**src/rtl/seg7_scan_display.sv**
```systemverilog
// Multi-digit 7-segment driver: sequential binary-to-BCD (shift-add-3), sign and
// leading-zero formatting, and time-multiplexed active-low digit scanning.
module seg7_scan_display #(
  parameter int N_DIGITS = 4,
  parameter int WIDTH    = 10,
  parameter int SCAN_DIV = 50000
) (
  input  logic                clk,
  input  logic                reset,
  input  logic                start,
  input  logic [WIDTH-1:0]    value,
  input  logic                neg,
  input  logic                blank_lz,
  output logic                busy,
  output logic                done,
  output logic                overflow,
  output logic [6:0]          SEG,
  output logic [N_DIGITS-1:0] AN
);

  localparam int BW = 4 * N_DIGITS + 4;
  localparam int CW = (WIDTH > 1) ? $clog2(WIDTH) : 1;
  localparam int PW = (SCAN_DIV > 1) ? $clog2(SCAN_DIV) : 1;
  localparam int IW = $clog2(N_DIGITS);

  localparam logic [6:0]    MINUS   = 7'b0111111;
  localparam logic [6:0]    BLANK   = 7'b1111111;
  localparam logic [CW-1:0] CNT_MAX = CW'(WIDTH - 1);
  localparam logic [PW-1:0] PRE_MAX = PW'(SCAN_DIV - 1);
  localparam logic [IW-1:0] IDX_MAX = IW'(N_DIGITS - 1);

  function automatic logic [63:0] pow10(input int n);
    logic [63:0] r;
    r = 64'd1;
    for (int i = 0; i < n; i++) r = r * 64'd10;
    return r;
  endfunction

  localparam logic [63:0] LIM_POS = pow10(N_DIGITS);
  localparam logic [63:0] LIM_NEG = pow10(N_DIGITS - 1);

  function automatic logic [6:0] seg_of(input logic [3:0] d);
    case (d)
      4'd0: seg_of = 7'b1000000;
      4'd1: seg_of = 7'b1111001;
      4'd2: seg_of = 7'b0100100;
      4'd3: seg_of = 7'b0110000;
      4'd4: seg_of = 7'b0011001;
      4'd5: seg_of = 7'b0010010;
      4'd6: seg_of = 7'b0000010;
      4'd7: seg_of = 7'b1111000;
      4'd8: seg_of = 7'b0000000;
      4'd9: seg_of = 7'b0011000;
      default: seg_of = BLANK;
    endcase
  endfunction

  function automatic logic [BW-1:0] add3(input logic [BW-1:0] b);
    logic [BW-1:0] r;
    r = b;
    for (int i = 0; i < N_DIGITS + 1; i++)
      if (b[4*i +: 4] >= 4'd5) r[4*i +: 4] = b[4*i +: 4] + 4'd3;
    return r;
  endfunction

  typedef enum logic [1:0] {IDLE, CONV, LOAD} state_t;

  state_t                     state;
  logic [CW-1:0]              cnt;
  logic [WIDTH-1:0]           shreg;
  logic [BW-1:0]              bcd;
  logic [BW-1:0]              bcd_nx;
  logic                       neg_l;
  logic                       bl_l;
  logic                       zero_l;
  logic                       ovf_l;
  logic                       ovf_start;
  logic [63:0]                value_w;
  logic [N_DIGITS-1:0][6:0]   codes;
  logic [N_DIGITS-1:0][6:0]   codes_nx;
  int                         lz_top;
  logic                       show_minus;
  logic [PW-1:0]              pre;
  logic [IW-1:0]              idx;
  logic                       scan_on;

  assign value_w   = 64'(value);
  assign ovf_start = neg ? ((value != '0) && (value_w >= LIM_NEG)) : (value_w >= LIM_POS);

  // One double-dabble step; the spare top nibble guarantees the dropped MSB is zero.
  assign bcd_nx = (add3(bcd) << 1) | BW'(shreg[WIDTH-1]);

  // Display codes are built from the post-shift BCD so they land with the final shift.
  always_comb begin
    lz_top     = 0;
    show_minus = neg_l && !zero_l;
    codes_nx   = '0;
    for (int i = 0; i < N_DIGITS; i++)
      if (bcd_nx[4*i +: 4] != 4'd0) lz_top = i;
    for (int i = 0; i < N_DIGITS; i++) begin
      if (ovf_l)
        codes_nx[i] = MINUS;
      else if (bl_l) begin
        if (i <= lz_top)                       codes_nx[i] = seg_of(bcd_nx[4*i +: 4]);
        else if (show_minus && i == lz_top + 1) codes_nx[i] = MINUS;
        else                                   codes_nx[i] = BLANK;
      end else begin
        if (show_minus && i == N_DIGITS - 1)   codes_nx[i] = MINUS;
        else                                   codes_nx[i] = seg_of(bcd_nx[4*i +: 4]);
      end
    end
  end

  // Control FSM: CONV->LOAD edge commits codes and raises done for the LOAD cycle.
  always_ff @(posedge clk) begin
    if (reset) begin
      state    <= IDLE;
      busy     <= 1'b0;
      done     <= 1'b0;
      overflow <= 1'b0;
      codes    <= {N_DIGITS{BLANK}};
    end else begin
      done <= 1'b0;
      case (state)
        IDLE: if (start) begin
          state <= CONV;
          busy  <= 1'b1;
        end
        CONV: if (cnt == CNT_MAX) begin
          state    <= LOAD;
          codes    <= codes_nx;
          done     <= 1'b1;
          overflow <= ovf_l;
        end
        LOAD: begin
          state <= IDLE;
          busy  <= 1'b0;
        end
        default: state <= IDLE;
      endcase
    end
  end

  // Conversion datapath: operands captured at start, shifted during CONV.
  always_ff @(posedge clk) begin
    if (state == IDLE && start) begin
      cnt    <= '0;
      shreg  <= value;
      bcd    <= '0;
      neg_l  <= neg;
      bl_l   <= blank_lz;
      zero_l <= (value == '0);
      ovf_l  <= ovf_start;
    end else if (state == CONV) begin
      cnt   <= cnt + 1'b1;
      shreg <= shreg << 1;
      bcd   <= bcd_nx;
    end
  end

  // Free-running scan: prescaler and digit index, independent of the FSM.
  always_ff @(posedge clk) begin
    if (reset) begin
      pre     <= '0;
      idx     <= '0;
      scan_on <= 1'b0;
    end else begin
      scan_on <= 1'b1;
      if (pre == PRE_MAX) begin
        pre <= '0;
        idx <= (idx == IDX_MAX) ? '0 : idx + 1'b1;
      end else begin
        pre <= pre + 1'b1;
      end
    end
  end

  always_comb begin
    AN = '1;
    if (scan_on) AN[idx] = 1'b0;
    SEG = codes[idx];
  end

endmodule

```
**config.mk**
```make
export PLATFORM = sky130hd
export DESIGN_NAME = seg7_scan_display
export DESIGN_NICKNAME = d
export VERILOG_FILES = /design/src/rtl/seg7_scan_display.sv
export SDC_FILE = /design/constraint.sdc
export NUM_CORES = 1
export LEC_CHECK = 0
export ABC_AREA = 1
export BUFFER_PORTS_ARGS = -buffer_cell sky130_fd_sc_hd__buf_2
export CORE_ASPECT_RATIO = 0.8
export CORE_UTILIZATION = 35
export CTS_CLUSTER_DIAMETER = 50
export DETAILED_ROUTE_END_ITERATION = 12
export GPL_ROUTABILITY_DRIVEN = 0
export PLACE_DENSITY_LB_ADDON = 0.15
export REMOVE_ABC_BUFFERS = 1
export SYNTH_ARGS = -nofsm -noshare
export SYNTH_HDL_FRONTEND = slang
export SYNTH_SLANG_ARGS = --single-unit
```
**constraint.sdc**
```tcl
create_clock -name clk -period 2.75 [get_ports clk]
set_input_delay 0.1375 -clock clk [delete_from_list [all_inputs] [get_ports clk]]
set_output_delay 0.1375 -clock clk [all_outputs]
set_load 0.05 [all_outputs]
```
==> impl_metrics.tcl, run 1 <==
set metrics [dict create \
    run_status "complete, no violations" \
    multi_input_comb_area_um2 2670 \
    finalHoldViolations 0 \
    finClkSkew_ns 0.00859 \
    number_of_synthesized_flops_with_an_enable_pin 14 \
    period_needed_ns 2.39 \
    launching_element_type_of_the_critical_path "register" \
    final_cell_count_no_fill 891 \
    max_freq_mhz 418 \
    vdd_ir_drop_max_mv 0.295 \
    worstSetupEndpointType "register" \
    grt_first_pass_wirelength_mm 19.9 \
    vias 4373 \
    fp.dieArea_um2 14600 \
    drt_pass1_iterations 5 \
    layout-drive-gt1-share 0.124 \
    post_synthesis_compound_gate_area_fraction 0.134 \
    worst-slew-pin-transition_ns 0.630 \
    grt_use_met2 0.278 \
    synth_top_cell_area_share 0.292 \
    grt_util_all_layers 0.172 \
    post-synth-top-count-cell "nand2_1" \
    hold_slack_ns 0.0879 \
    timing.setup.critical_path_class "reg -> reg" \
    area_share_of_fa_ha_maj_cells_after_synthesis 0.0913 \
    areaGrowthSynthToFinish_pct 11.9 \
    ctsResizeCount 0 \
    slew-limit-headroom 0.580 \
    power_density_nw_per_um2 576 \
    detail_route.iter0.violations 301 \
    h-tree-depth 3 \
    global_route.overflow_total 0 \
    yosysTopAreaCell "dfxtp_1" \
    synth_sequential_area_ratio 0.377 \
    cts_inserted_buffers 9 \
    buffer_ports.inserted 28 \
    required_arrival_time_at_the_worst_endpoint_ns 2.97 \
    synthDistinctLibCells 40 \
    post_synth_inst_count 678 \
    dieHeight_um 108 \
    regToRegSetupSlack_ns 0.36 \
    initial_utilization 0.361 \
    yosys_register_bits 86 \
    timing.final.setup_violations 0 \
    clock_sink_count 86 \
    synthesis.area_per_instance_um2 7.27 \
    clkTransAtPathRegs_ns 0.06 \
    vias_in_the_first_global_route 4298 \
    synth_common_cells "nand2_1, inv_1, dfxtp_1, nor2_1, a21oi_1" \
    core_region_area_um2 13600 \
    io_pins 29 \
    worstHoldPathType "in -> reg" \
    worst_skew_pair.late_latency_ns 0.34 \
    crit_path_max_fanout 7 \
    dp_hpwl_mm 8.51 \
    placedCellCount 873 \
    worst_r2r_path_depth 15 \
    die_width_um 135 \
    synthMuxAreaShare 0 \
    post_synth_and_or_nand_nor_area_fraction 0.302 \
    unrepaired_setup_endpoints_after_global_routing "false" \
    regToRegStartpoint "bcd[8]" \
    netlist_top_cells_area "dfxtp_1, nand2_1, ha_1" \
    cts-root-to-sink-buffers 2 \
    ant_nets 0 \
    met3_usage 0.0389 \
    cts_root_buf "clkbuf_16" \
    final_nets 757 \
    setup.worst_path.start "bcd[8]" \
    timing.max_cap.violations 0 \
    grt.busiest_layer "met2" \
    timing.final.max_slew_violations 0 \
    num_antenna_cells 0 \
    grt_max_degree 29 \
    gr-usage-met1 0.227 \
    synthXorXnorAreaFrac 0.0140 \
    placement.setup.worst_slack_ns 0.390 \
    num-fill-cells 1393 \
    critical_path.reg2reg.endpoint "codes[18]" \
    cp.arrival_ns 2.61 \
    synth_top_family_by_area "simple AND/OR/NAND/NOR gates" \
    detailed_place.area_um2 5230 \
    synthArstFlopShare 0 \
    syn-cell-area_um2 4930 \
    final_area_um2 5520 \
    power.static_leakage_nw 2.43 \
    worst_setup_path_endpoint "codes[18]" \
    storage_cell_area_um2 1860 \
    yosysWarningCount 0 \
    route.detailed.drc 0 \
    via_per_instance_ratio 4.91 \
    wirelength_mm 11.7 \
    setup_ws_ns 0.360 \
    detail_route.wl_per_cell_um 13.1 \
    cts_tree "yes" \
    setup-tns-final_ns 0 \
    fin_crit_sh 0.869 \
    synth_top_flop_cell "dfxtp_1" \
    number_of_cell_rows 38 \
    grt_antenna_before_repair 0 \
]
==> cells by family (layout without fill, tap and decap cells) <==
kind of cell               Yosys count  count (layout)
adders and majority gates           36              36
DFF                                 86              86
xor gates and xnor gates             7               7
AOI/OAI and AO/OA                  121             121
and+or+nand+nor                    327             327
buffers and inverters              101             134
==> worst min-delay path by stage <==
stage / start / end / cells past startpoint
3_3_place_gp: blank_lz / bl_l / 1
6_report: value[2] / shreg[2] / 3
5_1_grt: value[2] / shreg[2] / 3
4_1_cts: value[2] / shreg[2] / 3
2_1_floorplan: reset / busy / 1
3_5_place_dp: blank_lz / bl_l / 1
==> metrics by stage <==
step / util / power, mW
5_1_grt: 0.404 / 3.37
3_3_place_gp: 0.384 / 2.07
4_1_cts: 0.404 / 3.22
2_1_floorplan: - / 1.93
3_5_place_dp: 0.384 / 2.09
6_report: 0.404 / 3.18
==> critical path, stage by stage, from the launching register on <==
cell and delay (ns):
dfxtp_1 0.39, inv_1 0.11, ha_1 0.20, inv_1 0.08
nand2_2 0.11, nand2_1 0.08, nand2_1 0.05, o21ai_1 0.27
inv_1 0.16, ha_1 0.25, nand3_1 0.13, nor2_2 0.08
nand2_2 0.14, nand3_1 0.10, nand2_1 0.07, nand2_1 0.06
==> state kept, by name, indices dropped and copies added, names as in the netlist, 2 cells and up <==
register	cells
codes	28
bcd	16
pre	16
shreg	10
cnt	4
idx	2
state	2
==> cell type report <==
class,instances,share of cell area
Timing Repair Buffer,32,0.0317
Clock inverter,3,0.00385
Multi-Input combinational cell,491,0.484
Clock buffer,13,0.0442
Tap cell,180,0.0408
Sequential cell,86,0.337
Inverter,86,0.0585
==> routing by layer <==
metal	vias up	part of all wire
met5	-	0
met4	0	0.0097
met3	10	0.042
met2	94	0.44
met1	1996	0.50
li1	2273	-
==> where the power goes <==
group,internal [mW],switching (mW)
Clock,0.624,0.492
Sequential,1.35,0.0412
Combinational,0.224,0.453
==> layout by cell type, fill, tap and decap left out, types with 5 or more instances in the layout <==
| cell | synthesis | final |
|---|---|---|
| dfxtp_1 | 72 | 72 |
| nand4_1 | 14 | 14 |
| nor2_1 | 49 | 49 |
| inv_2 | 10 | 10 |
| a21oi_1 | 44 | 44 |
| nand3_1 | 38 | 38 |
| clkbuf_16 | 0 | 9 |
| o22ai_1 | 22 | 22 |
| o211ai_1 | 5 | 5 |
| buf_2 | 3 | 28 |
| o21ai_0 | 41 | 41 |
| o21ai_1 | 5 | 5 |
| nor3_1 | 8 | 8 |
| inv_1 | 73 | 73 |
| nand2_2 | 11 | 11 |
| edfxtp_1 | 14 | 14 |
| nand2_1 | 180 | 180 |
| ha_1 | 36 | 36 |
==> what timing repair did <==
action                    CTS  global route
hold buffers                2             0
hold endpoints to repair    2             0
setup buffers               0             0
Power figures use the tool's default switching activity.
==> run 2, diff against run 1 <==
- ABC_AREA: 1 -> default
==> impl_metrics.tcl, run 2 <==
set metrics [dict create \
    run_status "complete, no violations" \
    cts-root-to-sink-buffers 2 \
    detail_route.wl_per_cell_um 15.2 \
    die_width_um 133 \
    timing.setup.critical_path_class "reg -> reg" \
    cts_inserted_buffers 9 \
    yosys_register_bits 86 \
    synth_common_cells "dfxtp_1, nor2_1, nand2_1, ha_1, inv_1" \
    register_with_the_highest_flop_count "codes" \
    h-tree-depth 3 \
    hp-start "value[0]" \
    max_freq_mhz 384 \
    areaGrowthSynthToFinish_pct 17.7 \
    top_regs "codes (28), bcd (16), pre (16)" \
    unrepaired_setup_endpoints_after_global_routing "true" \
    number_of_synthesized_flops_with_an_enable_pin 14 \
    vias 3848 \
    cp.arrival_ns 2.83 \
    post_synth_inst_count 533 \
    launching_element_type_of_the_critical_path "register" \
    finalHoldViolations 0 \
    period_needed_ns 2.61 \
    ant_nets 0 \
    timing.final.max_slew_violations 0 \
    number_of_cell_rows 37 \
    vias_in_the_first_global_route 3625 \
    power_density_nw_per_um2 599 \
    slew-limit-headroom 0.600 \
    global_route.overflow_total 0 \
    layout-drive-gt1-share 0.202 \
    vdd_ir_drop_max_mv 0.337 \
    clkTransAtPathRegs_ns 0.07 \
    setup.worst_path.start "bcd[9]" \
    post-synth-top-count-cell "dfxtp_1" \
    synth_sequential_area_ratio 0.386 \
    netlist_top_cells_area "dfxtp_1, ha_1, edfxtp_1" \
    mostFrequentLayoutCell "dfxtp_1" \
    buffer_ports.inserted 28 \
    met2RoutedLength_mm 4.94 \
    initial_utilization 0.366 \
    grt_util_all_layers 0.166 \
    grt_max_degree 29 \
    yosysWarningCount 0 \
    hold_slack_ns 0.104 \
    route.layer.met1.wl_mm 5.96 \
    drt_pass1_iterations 5 \
    synthDistinctLibCells 58 \
    regToRegStartpoint "bcd[9]" \
    grt_first_pass_wirelength_mm 18.5 \
    yosysTopAreaCell "dfxtp_1" \
    grt_antenna_before_repair 0 \
    io_pins 29 \
    timing.max_cap.violations 0 \
    num_antenna_cells 0 \
    worst_skew_pair.late_latency_ns 0.34 \
    synthesis.area_per_instance_um2 9.04 \
    via_per_instance_ratio 5.10 \
    topRoutingLayerUsed "met4" \
    worstHoldPathType "in -> reg" \
    cts_tree "yes" \
    cts_root_buf "clkbuf_16" \
    finClkSkew_ns 0.00888 \
    power.static_leakage_nw 2.22 \
    dp_hpwl_mm 8.47 \
    final_area_um2 5670 \
    fp.dieArea_um2 14200 \
    synth_top_cell_area_share 0.299 \
    timing.final.setup_violations 0 \
    clock_sink_count 86 \
    wirelength_mm 11.4 \
    worst-slew-pin-transition_ns 0.599 \
    route.detailed.drc 0 \
    detail_route.iter0.violations 255 \
    detailed_place.area_um2 5220 \
    worstSetupEndpointType "register" \
    fin_crit_sh 0.948 \
    synthArstFlopShare 0 \
    syn-cell-area_um2 4820 \
    core_region_area_um2 13100 \
    largest_register_ff_count 28 \
    crit_path_max_fanout 4 \
    met3WireLength_um 464 \
    synth_top_flop_cell "dfxtp_1" \
    dieHeight_um 107 \
    most_frequent_cells_in_the_layout "dfxtp_1, nor2_1, nand2_1" \
    required_arrival_time_at_the_worst_endpoint_ns 2.98 \
    final_nets 625 \
]
run 2: critical path: stages (launching register included):
cell	delay (ns)
dfxtp_1	0.38
inv_1	0.10
ha_1	0.18
nand2b_1	0.16
nor3b_4	0.16
a21oi_2	0.19
inv_1	0.09
ha_1	0.21
mux2_1	0.34
a2111oi_2	0.45
buf_4	0.18
o21ai_1	0.05
run 2: power breakdown:
part	switching, mW	internal, mW
Clock	0.520	0.786
Combinational	0.403	0.289
Sequential	0.0518	1.35
Total	0.975	2.42
run 2: cell families after synthesis:
group / synth area share
compound gates: 0.162
xor+xnor: 0.0364
fa+ha+maj: 0.0935
buf+inv: 0.0543
flops: 0.386
mux: 0.0951
simple gates: 0.172
run 2: repair_timing:
action	CTS	global route
pin swaps	0	4
setup endpoints to repair	1	19
buffers inserted	0	2
hold buffers	2	0
resized for setup	2	18
endpoints found under the hold margin	2	0
run 2: per-stage QoR:
stage	setup slack (ns)	setup TNS [ns]	power, mW	instances	utilization
detailed placement	-0.129	-0.129	2.09	734	0.397
finish	0.144	0	3.40	754	0.431
global route	-0.0558	-0.134	3.57	754	0.431
global placement	0.0436	0	2.08	734	0.397
floorplan	-0.587	-12.55	1.87	507	-
CTS	0.0209	0	3.41	752	0.424
run 2: final timing paths:
check / cells past startpoint / slack, ns / end
min: 2 / 0.10 / shreg[0]
max: 11 / 0.14 / codes[21]
max reg2reg: 11 / 0.14 / codes[21]
min reg2reg: 1 / 0.47 / codes[6]
run 2: area by class of cell:
class                   instances  area, µm²
clock buffers                  12        268
multi-input cells             388       2790
inverters                      33        124
flip-flops and latches         86       1860
well taps                     175        219
fillers                      1338       7480
clock inverters                 4       53.8
repair buffers                 56        355
run 2: metal layers:
| metal | vias to the layer above | GRT usage |
|---|---|---|
| met3 | 7 | 0.0378 |
| met5 | - | 0 |
| met2 | 72 | 0.244 |
| met1 | 1799 | 0.242 |
| met4 | 0 | 0.0479 |
| li1 | 1970 | - |
==> run 3, diff against run 2 <==
- PLACE_DENSITY_LB_ADDON: 0.15 -> default
- REMOVE_ABC_BUFFERS: 1 -> default
==> impl_metrics.tcl, run 3 (synthesis gave the netlist of run 2 again) <==
set metrics [dict create \
    run_status "complete, no violations" \
    critical-path-top-cell-by-count "ha_1" \
    dp_hpwl_mm 8.30 \
    layout-drive-gt1-share 0.193 \
    final_area_um2 5610 \
    power.static_leakage_nw 2.20 \
    register_with_the_highest_flop_count "codes" \
    global_route.overflow_total 0 \
    timing.max_cap.violations 0 \
    slew-limit-headroom 0.600 \
    grt.busiest_layer "met2" \
    period_needed_ns 2.59 \
    timing.setup.critical_path_class "reg -> reg" \
    fin_crit_sh 0.941 \
    num_antenna_cells 0 \
    clock_power_share 0.371 \
    timing.critical_path.max_delay_family "compound AO/OA/AOI/OAI gates" \
    grt_util_all_layers 0.165 \
    hold_slack_ns 0.112 \
    detailed_place.area_um2 5190 \
    cts_inserted_buffers 9 \
    worstHoldPathType "in -> reg" \
    launching_element_type_of_the_critical_path "register" \
    worst_skew_pair.late_latency_ns 0.34 \
    crit_chain "inv_1 > ha_1 > nor2b_2 > nor3_1 > a21oi_2 > ha_1 > o221ai_2 > nor2_2 > buf_4 > a211o_1 > a221o_1" \
    ant_nets 0 \
    grt_antenna_before_repair 0 \
    critPathBufInv 2 \
    vias_in_the_first_global_route 3713 \
    required_arrival_time_at_the_worst_endpoint_ns 2.98 \
    max_freq_mhz 387 \
    crit_path_top_delay_cell "dfxtp_1" \
    dieHeight_um 107 \
    p_int_mw 2.34 \
    io_pins 29 \
    initial_utilization 0.366 \
    core_region_area_um2 13100 \
    top_regs "codes (28), bcd (16), pre (16)" \
    slowest_cell_delay_on_critical_path_ns 0.42 \
    most_frequent_cells_in_the_layout "dfxtp_1, nor2_1, nand2_1" \
    vdd_ir_drop_max_mv 0.387 \
    final_cell_count_no_fill 750 \
    clock_sink_count 86 \
    route.detailed.drc 0 \
    timing.final.setup_violations 0 \
    largest_register_ff_count 28 \
    synthesis.nets 584 \
    drt_pass1_iterations 4 \
    gr-usage-met1 0.223 \
    clkTransAtPathRegs_ns 0.07 \
    power_density_nw_per_um2 594 \
    via_per_instance_ratio 5.22 \
    finalHoldViolations 0 \
    final_nets 621 \
    total_power_mw 3.33 \
    wirelength_mm 11.2 \
    p_seq_frac 0.420 \
    detail_route.iter0.violations 186 \
    power_switching_share 0.297 \
    areaGrowthSynthToFinish_pct 16.4 \
    finClkSkew_ns 0.00619 \
    crit_path_max_fanout 6 \
    number_of_cell_rows 37 \
    cts_tree "yes" \
    vias 3913 \
    fp.dieArea_um2 14200 \
    met3_usage 0.0463 \
    power.switching_mw 0.990 \
    mostFrequentLayoutCell "dfxtp_1" \
    timing.final.max_slew_violations 0 \
    grt_use_met2 0.254 \
    h-tree-depth 3 \
    comb_power_share 0.209 \
    setup_ws_ns 0.163 \
    cts-root-to-sink-buffers 2 \
    buffer_ports.inserted 28 \
    detail_route.wl_per_cell_um 14.9 \
    worst-slew-pin-transition_ns 0.599 \
    placedCellCount 729 \
    die_width_um 133 \
    worstSetupEndpointType "register" \
    grt_first_pass_wirelength_mm 18.3 \
    cp.arrival_ns 2.82 \
    cts_root_buf "clkbuf_16" \
    placement.setup.worst_slack_ns -0.116 \
    grt_max_degree 37 \
]
-- run 3: changes by cell type in the layout (fill, tap and decap cells not counted), sizes merged --
cell,delta
clkbuf,-3
clkinvlp,-1
buf,-4
clkinv,+1
inv,+3
-- run 3: timing repair --
action | in CTS | in global routing
setup endpoints to repair | 5 | 16
pin swaps | 0 | 2
buffers inserted | 0 | 3
resized for setup | 3 | 15
gates cloned | 0 | 0
endpoints found under the hold margin | 2 | 0
hold buffers | 2 | 0
-- run 3: power by group through the flow --
stage | clock [mW] | combinational, mW | sequential (mW)
global placement | 0 | 0.620 | 1.42
CTS | 1.26 | 0.657 | 1.40
finish | 1.24 | 0.696 | 1.40
global route | 1.31 | 0.779 | 1.41
floorplan | 0 | 0.481 | 1.41
detailed placement | 0 | 0.644 | 1.42
-- run 3: area by class of cell --
class | instances | area, µm²
clock buffers | 9 | 225
clock inverters | 7 | 71.3
fillers | 1303 | 7540
inverters | 33 | 124
multi-input cells | 388 | 2780
flip-flops and latches | 86 | 1860
well taps | 175 | 219
repair buffers | 52 | 325
-- run 3: worst paths after layout --
| check | startpoint | end | slack, ns | cells after the start |
|---|---|---|---|---|
| hold reg to reg | pre[0] | pre[0] | 0.46 | 1 |
| setup / recovery | bcd[4] | codes[20] | 0.16 | 11 |
| hold / removal | value[0] | shreg[0] | 0.11 | 2 |
| setup reg to reg | bcd[4] | codes[20] | 0.16 | 11 |
-- run 3: stage by stage --
| step | utilization | TNS (ns) |
|---|---|---|
| after floorplan | - | 0 |
| after global placement | 0.394 | 0 |
| after detailed placement | 0.394 | -0.330 |
| after CTS | 0.420 | 0 |
| after global routing | 0.426 | -0.000905 |
| final | 0.426 | 0 |
-- run 3: per-layer routing --
layer,routed length [µm],vias up
li1,-,1975
met1,5420,1826
met2,5040,95
met3,544,17
met4,204,0
met5,0,-
